==> config.mk <==
export PLATFORM = sky130hd
export DESIGN_NAME = vga_pixel_out
export DESIGN_NICKNAME = d
export VERILOG_FILES = /design/src/rtl/vga_pkg.sv /design/src/rtl/vga_sync_gen.sv /design/src/rtl/vga_pixel_out.sv
export SDC_FILE = /design/constraint.sdc
export NUM_CORES = 1
export LEC_CHECK = 0
export BUFFER_PORTS_ARGS = -buffer_cell sky130_fd_sc_hd__buf_2
export CORE_ASPECT_RATIO = 1.25
export CORE_MARGIN = 2
export CORE_UTILIZATION = 35
export CTS_CLUSTER_DIAMETER = 150
export DETAILED_ROUTE_END_ITERATION = 7
export MAX_ROUTING_LAYER = met4
export PLACE_DENSITY_LB_ADDON = 0.12
export SYNTH_ARGS = -nofsm -noshare
export SYNTH_HDL_FRONTEND = slang
export SYNTH_SLANG_ARGS = --single-unit
==> constraint.sdc <==
create_clock -name clk -period 1.4 [get_ports clk]
set_input_delay 0.21 -clock clk [delete_from_list [all_inputs] [get_ports clk]]
set_output_delay 0.21 -clock clk [all_outputs]
set_load 0.05 [all_outputs]
==> src/rtl/vga_pkg.sv <==
`default_nettype none
// +----------------------------------------------------------------------+
// | vga_pkg: 640x480 timing constants, tile codes and colour palette      |
// | Revision: 1.0                                                         |
// +----------------------------------------------------------------------+
package vga_pkg;

   localparam logic [9:0] HACTIVE   = 10'd640;
   localparam logic [9:0] HFP       = 10'd16;
   localparam logic [9:0] HSYNC     = 10'd96;
   localparam logic [9:0] HFULLSCAN = 10'd800;

   localparam logic [9:0] VACTIVE   = 10'd480;
   localparam logic [9:0] VFP       = 10'd10;
   localparam logic [9:0] VSYNC     = 10'd2;
   localparam logic [9:0] VFULLSCAN = 10'd525;

   localparam logic [9:0] HSYNC_START = HACTIVE + HFP;
   localparam logic [9:0] HSYNC_END   = HSYNC_START + HSYNC - 10'd1;
   localparam logic [9:0] VSYNC_START = VACTIVE + VFP;
   localparam logic [9:0] VSYNC_END   = VSYNC_START + VSYNC - 10'd1;

   localparam logic [4:0] c_BLOCK_DURATION = 5'd19;

   typedef enum logic [2:0] {
      EMPTY = 3'd0,
      BODY  = 3'd1,
      HEAD  = 3'd2,
      FOOD  = 3'd3,
      WALL  = 3'd4
   } tile_t;

   // {r[1:0], g[1:0], b[1:0]}
   localparam logic [5:0] c_PAL_EMPTY = 6'b000000;
   localparam logic [5:0] c_PAL_BODY  = 6'b001100;
   localparam logic [5:0] c_PAL_HEAD  = 6'b111100;
   localparam logic [5:0] c_PAL_FOOD  = 6'b110000;
   localparam logic [5:0] c_PAL_WALL  = 6'b111111;
   localparam logic [5:0] c_PAL_OTHER = 6'b010101;

   function automatic logic [5:0] palette(input logic [2:0] code, input logic blink);
      logic [5:0] v;
      v = c_PAL_OTHER;
      case (tile_t'(code))
         EMPTY:   v = c_PAL_EMPTY;
         BODY:    v = c_PAL_BODY;
         HEAD:    v = c_PAL_HEAD;
         FOOD:    v = blink ? c_PAL_EMPTY : c_PAL_FOOD;
         WALL:    v = c_PAL_WALL;
         default: v = c_PAL_OTHER;
      endcase
      return v;
   endfunction

endpackage
`default_nettype wire

==> src/rtl/vga_sync_gen.sv <==
`default_nettype none
// +----------------------------------------------------------------------+
// | vga_sync_gen: stage-3 hsync/vsync registers and blink frame counter   |
// | Revision: 1.0                                                         |
// +----------------------------------------------------------------------+
module vga_sync_gen
   import vga_pkg::*;
#(
   parameter int BLINK_BIT = 4
) (
   input  logic       clk,
   input  logic       reset,
   input  logic [9:0] i_row,
   input  logic [9:0] i_col,
   output logic       o_hsync,
   output logic       o_vsync,
   output logic       o_blink
);

   logic       r_hsync;
   logic       r_vsync;
   logic [4:0] r_frame_cnt;

   logic w_in_frame;
   logic w_hs_on;
   logic w_vs_on;
   logic w_frame_tick;

   // Counters outside the scan window never pulse sync, even on a matching row/col.
   assign w_in_frame   = (i_row < HFULLSCAN) && (i_col < VFULLSCAN);
   assign w_hs_on      = w_in_frame && (i_row >= HSYNC_START) && (i_row <= HSYNC_END);
   assign w_vs_on      = w_in_frame && (i_col >= VSYNC_START) && (i_col <= VSYNC_END);
   assign w_frame_tick = (i_row == 10'd0) && (i_col == VACTIVE);

   always_ff @(posedge clk) begin
      if (reset) begin
         r_hsync     <= 1'b1;
         r_vsync     <= 1'b1;
         r_frame_cnt <= 5'd0;
      end else begin
         r_hsync <= ~w_hs_on;
         r_vsync <= ~w_vs_on;
         if (w_frame_tick) begin
            r_frame_cnt <= r_frame_cnt + 5'd1;
         end
      end
   end

   assign o_hsync = r_hsync;
   assign o_vsync = r_vsync;
   assign o_blink = r_frame_cnt[BLINK_BIT];

endmodule
`default_nettype wire

==> src/rtl/vga_pixel_out.sv <==
`default_nettype none
// +----------------------------------------------------------------------+
// | vga_pixel_out: 3-stage tile fetch / palette / sync output pipeline    |
// | Revision: 1.0                                                         |
// +----------------------------------------------------------------------+
module vga_pixel_out
   import vga_pkg::*;
#(
   parameter int PIPE_LAT  = 3,
   parameter int BLINK_BIT = 4
) (
   input  logic       clk,
   input  logic       reset,
   input  logic [9:0] row,
   input  logic [9:0] col,
   input  logic [9:0] raddr,
   input  logic       re,
   input  logic       updateoutput,
   input  logic [2:0] mem_rdata,
   output logic [9:0] mem_raddr,
   output logic       mem_re,
   output logic [4:0] next_duration,
   output logic       hsync,
   output logic       vsync,
   output logic [5:0] rgb
);

   if (PIPE_LAT != 3) begin : g_pipe_lat_check
      $error("vga_pixel_out: pipeline is fixed at 3 stages");
   end

   logic [9:0] r_row_d1;
   logic [9:0] r_col_d1;
   logic [9:0] r_raddr_d1;
   logic       r_re_d1;
   logic       r_upd_d1;

   logic [9:0] r_row_d2;
   logic [9:0] r_col_d2;
   logic       r_re_d2;
   logic       r_upd_d2;

   logic [2:0] r_tile_q;
   logic [5:0] r_rgb;

   logic [2:0] w_tile_nx;
   logic       w_active_d2;
   logic       w_blink;

   // Tile RAM answers one cycle after mem_re, so a same-cycle update must see it directly.
   assign w_tile_nx   = r_re_d2 ? mem_rdata : r_tile_q;
   assign w_active_d2 = (r_row_d2 < HACTIVE) && (r_col_d2 < VACTIVE);

   always_ff @(posedge clk) begin
      if (reset) begin
         r_row_d1   <= '0;
         r_col_d1   <= '0;
         r_raddr_d1 <= '0;
         r_re_d1    <= 1'b0;
         r_upd_d1   <= 1'b0;
         r_row_d2   <= '0;
         r_col_d2   <= '0;
         r_re_d2    <= 1'b0;
         r_upd_d2   <= 1'b0;
         r_tile_q   <= EMPTY;
         r_rgb      <= c_PAL_EMPTY;
      end else begin
         r_row_d1   <= row;
         r_col_d1   <= col;
         r_raddr_d1 <= raddr;
         r_re_d1    <= re;
         r_upd_d1   <= updateoutput;
         r_row_d2   <= r_row_d1;
         r_col_d2   <= r_col_d1;
         r_re_d2    <= r_re_d1;
         r_upd_d2   <= r_upd_d1;
         r_tile_q   <= w_tile_nx;
         if (!w_active_d2) begin
            r_rgb <= c_PAL_EMPTY;
         end else if (r_upd_d2) begin
            r_rgb <= palette(w_tile_nx, w_blink);
         end
      end
   end

   vga_sync_gen #(
      .BLINK_BIT (BLINK_BIT)
   ) u_sync (
      .clk     (clk),
      .reset   (reset),
      .i_row   (r_row_d2),
      .i_col   (r_col_d2),
      .o_hsync (hsync),
      .o_vsync (vsync),
      .o_blink (w_blink)
   );

   assign mem_raddr     = r_raddr_d1;
   assign mem_re        = r_re_d1;
   assign next_duration = c_BLOCK_DURATION;
   assign rgb           = r_rgb;

endmodule
`default_nettype wire

==> results.md <==
* Placed Cells at 352
* Number of max-cap violations at 0
* Worst Path Arrival at 1.85 ns
* Nets at 316
* WL per Instance at 10.4 um
* Port-buffer cells at 55
* Inserted Clock Buffers at 9
* Final setup fails at 6
* Area delta synth->final at 32.8%
* Crit-path slowest cell: or4_4
* Outcome: finished with violations
* Min-delay src: raddr[2]
* Largest family of logic cells by synthesized area: simple AND/OR/NAND/NOR gates
* Syn avg cell area at 10.8 um^2
* CTS tree: yes
* Violated checks: negative setup slack
* Flop2flop setup slack at -0.19 ns
* Core ar. at 6210 um^2
* Maximum VDD drop at 645 uV
* Clk_skew at 0.00637 ns
* Data required time at the worst endpoint at 1.67 ns
* Count of non-filler cells in the finished layout at 368
* Hold path depth at 2
* Filler cell count at 573
* # DRC at 0
* Depth of the CTS H-tree at 3
* Xor-xnor portion of the synthesized cell area at 0.00390
* DR pass1 iterations at 4
* Sequential cell area at 1410 um^2
* Yosys cell types at 30
* Gate power share at 0.084
* Seq pwr share at 0.486
* Post-CTS Setup Inserts at 0
* Total congestion overflow at 0
* Starting Density at 0.362
* Max stage delay on crit path at 0.50 ns
* DR vias/cell at 4.23
* # hold bufs at CTS at 0
* Initial drt markers at 49
* CTS sink count at 70
* Yosys reg bits at 70
* Clock Latency Late Sink at 0.33 ns
* Post-DRT Antenna Nets at 0
* DIE AREA at 7080 um^2
* Clock Tree Root: clkbuf_8
* Critical path's most frequent cell: or4_4
* Worst R2R Path Depth at 4
* Placed cell area at 2680 um^2
* Hold Fails Final Rpt at 0
* Hold path endpoint: mem_raddr[2]
* Io pins at 61
* HPWL after DPL at 2640 um
* Die H at 93.6 um
* Critical Path End Type: flop
* Cell count after synthesis at 208
* YS warnings at 0
* Post-synthesis mux area share at 0.0234
* Clock transition at path regs at 0.07 ns
* Switching Fraction at 0.216
* Min setup slack post-route at -0.186 ns
* Clock power share at 0.430
* Critical-path cell list: nand4_1 -> or4_4 -> or4_4 -> a21oi_2
* Post-synthesis adder-cell area fraction at 0.00557
* GRT Total Usage at 0.122
* Vias in the first global route at 1404
* Antenna Cells at 0
* Met2 wire len at 1890 um
* Antenna violations before repair at 0
* Met3 WL at 203 um
* Compound-gate portion of the synthesized area at 0.0552
* Post-Synth Simple-Gate Area at 0.246
* Fmax at 0.631 GHz
* Leakage at 1.26 nW
* Most frequent cells in the layout: dfxtp_1 (66), nor2b_1 (55), buf_2 (55)
* First-pass GRT wire length at 6150 um
* CTS max path bufs at 2
* Max Slew Vio Count at 0
* RR Startpoint: r_col_d2[8]
* Class of the most critical setup path: reg2reg
* Total vias in the final route at 1557
* Finished Cell Area at 2980 um^2
* RSZ-0062 raised after global routing: yes
* Top layer in use: met4
* Layout Utilization at 0.481
* Fin crit share at 1.13
* Internal at 3.41 mW
* Largest net degree at the start of global routing at 41
* Startpoint Class: flop
* Total power at 4.34 mW
* Psw at 0.938 mW
* Total wire length at 3840 um
* Hold Slack at 0.0809 ns
* Tmin final at 1.59 ns
* Layout cell share with drive strength beyond 1 at 0.353
* Post-synthesis sequential area ratio at 0.624
* Met1 WL at 1620 um
* Area occupied by multi-input gates at 837 um^2
* RR Endpoint: u_sync.r_frame_cnt[4]
* Most common cell after layout, fill and taps aside: dfxtp_1
* # rows at 32
* Synth Cell Area at 2250 um^2
* Placer Congestion at 0.762
* Worst Path Max Fanout at 7
* Power density over cell area at 1460 nW/um^2
* Hold WC Path Type: in2reg
* Chip Width at 75.7 um
==> cell type report <==
type | count | share of cell area
sequential | 70 | 0.471
multi-input combinational | 125 | 0.281
timing repair buffer | 70 | 0.133
clock buffer | 12 | 0.0453
tap | 85 | 0.0357
clock inverter | 4 | 0.0319
inverter | 2 | 0.00252
==> critical path, delay by kind of cell (launching register included) <==
kind               cells  cell delay, ns
AOI/OAI and AO/OA      1            0.11
and+or+nand+nor        3            1.09
DFF                    1            0.32
==> power by group through the flow <==
stage          combinational, mW  sequential, mW  clock, mW
4_1_cts                    0.354            2.11       1.93
6_report                   0.366            2.11       1.87
3_5_place_dp               0.351            2.15          0
2_1_floorplan              0.166            2.23          0
3_3_place_gp               0.349            2.15          0
5_1_grt                    0.398            2.12       2.04
==> cells by family after synthesis <==
group | count (synthesis)
buffers and inverters | 16
AO/OA/AOI/OAI | 21
XOR/XNOR | 1
multiplexers | 5
AND/OR/NAND/NOR | 92
other | 2
flip-flops | 70
adder cells (fa/ha/maj) | 1
==> synthesized netlist by cell type (all sizes together) <==
| master | n | share of area |
|---|---|---|
| nand2 | 5 | 0.0084 |
| nand3 | 3 | 0.0067 |
| clkbuf | 7 | 0.012 |
| nor2 | 12 | 0.020 |
| or3 | 2 | 0.0056 |
| buf | 7 | 0.023 |
| inv | 2 | 0.0033 |
| xnor2 | 1 | 0.0039 |
| o22ai | 2 | 0.0056 |
| dfxtp | 70 | 0.62 |
| ha | 1 | 0.0056 |
| a31oi | 1 | 0.0028 |
| nor3 | 4 | 0.0089 |
| nor4bb | 1 | 0.0045 |
| a21oi | 8 | 0.018 |
| or4 | 6 | 0.022 |
| o21ai | 4 | 0.0089 |
| nor4 | 2 | 0.0084 |
| conb | 2 | 0.0033 |
| o31ai | 6 | 0.020 |
| mux2i | 3 | 0.013 |
| nor2b | 55 | 0.15 |
| mux2 | 2 | 0.010 |
| nand4 | 2 | 0.0084 |
==> through the flow <==
| stage | setup slack, ns | setup TNS (ns) |
|---|---|---|
| finish | -0.186 | -0.799 |
| global route | -0.261 | -1.40 |
| CTS | -0.185 | -0.804 |
| detailed placement | -0.182 | -0.925 |
| global placement | -0.166 | -0.747 |
| floorplan | -0.132 | -0.510 |
==> routing by layer <==
metal,vias to the layer above,GRT usage
met3,9,0.0431
met1,686,0.131
met2,46,0.180
met5,-,-
met4,0,0.0936
li1,816,-
==> timing repair <==
item / CTS / global route
gates resized for setup: 7 / 9
pin swaps: 2 / 1
endpoints found under the setup margin: 9 / 9
==> worst max-delay path by stage <==
stage                           start               endpoint  slack (ns)  cells past startpoint
after floorplan           r_col_d2[8]  u_sync.r_frame_cnt[2]       -0.13                      5
after global placement    r_col_d2[8]  u_sync.r_frame_cnt[4]       -0.17                      4
after detailed placement  r_col_d2[8]  u_sync.r_frame_cnt[4]       -0.18                      4
after CTS                 r_col_d2[8]  u_sync.r_frame_cnt[4]       -0.18                      4
after global routing      r_col_d2[8]  u_sync.r_frame_cnt[4]       -0.26                      4
final                     r_col_d2[8]  u_sync.r_frame_cnt[4]       -0.19                      4
==> sequential cells by signal, summed over array words and instances (netlist names) <==
| name | cells |
|---|---|
| r_col_d2 | 10 |
| u_sync.r_frame_cnt | 5 |
| u_sync.o_hsync | 1 |
| r_col_d1 | 10 |
| r_row_d2 | 10 |
| mem_re | 1 |
| r_tile_q | 3 |
| r_upd_d1 | 1 |
| u_sync.o_vsync | 1 |
| r_upd_d2 | 1 |
| r_row_d1 | 10 |
| mem_raddr | 10 |
| r_re_d2 | 1 |
| rgb | 6 |
No activity file was read; power rests on OpenSTA's default activity.
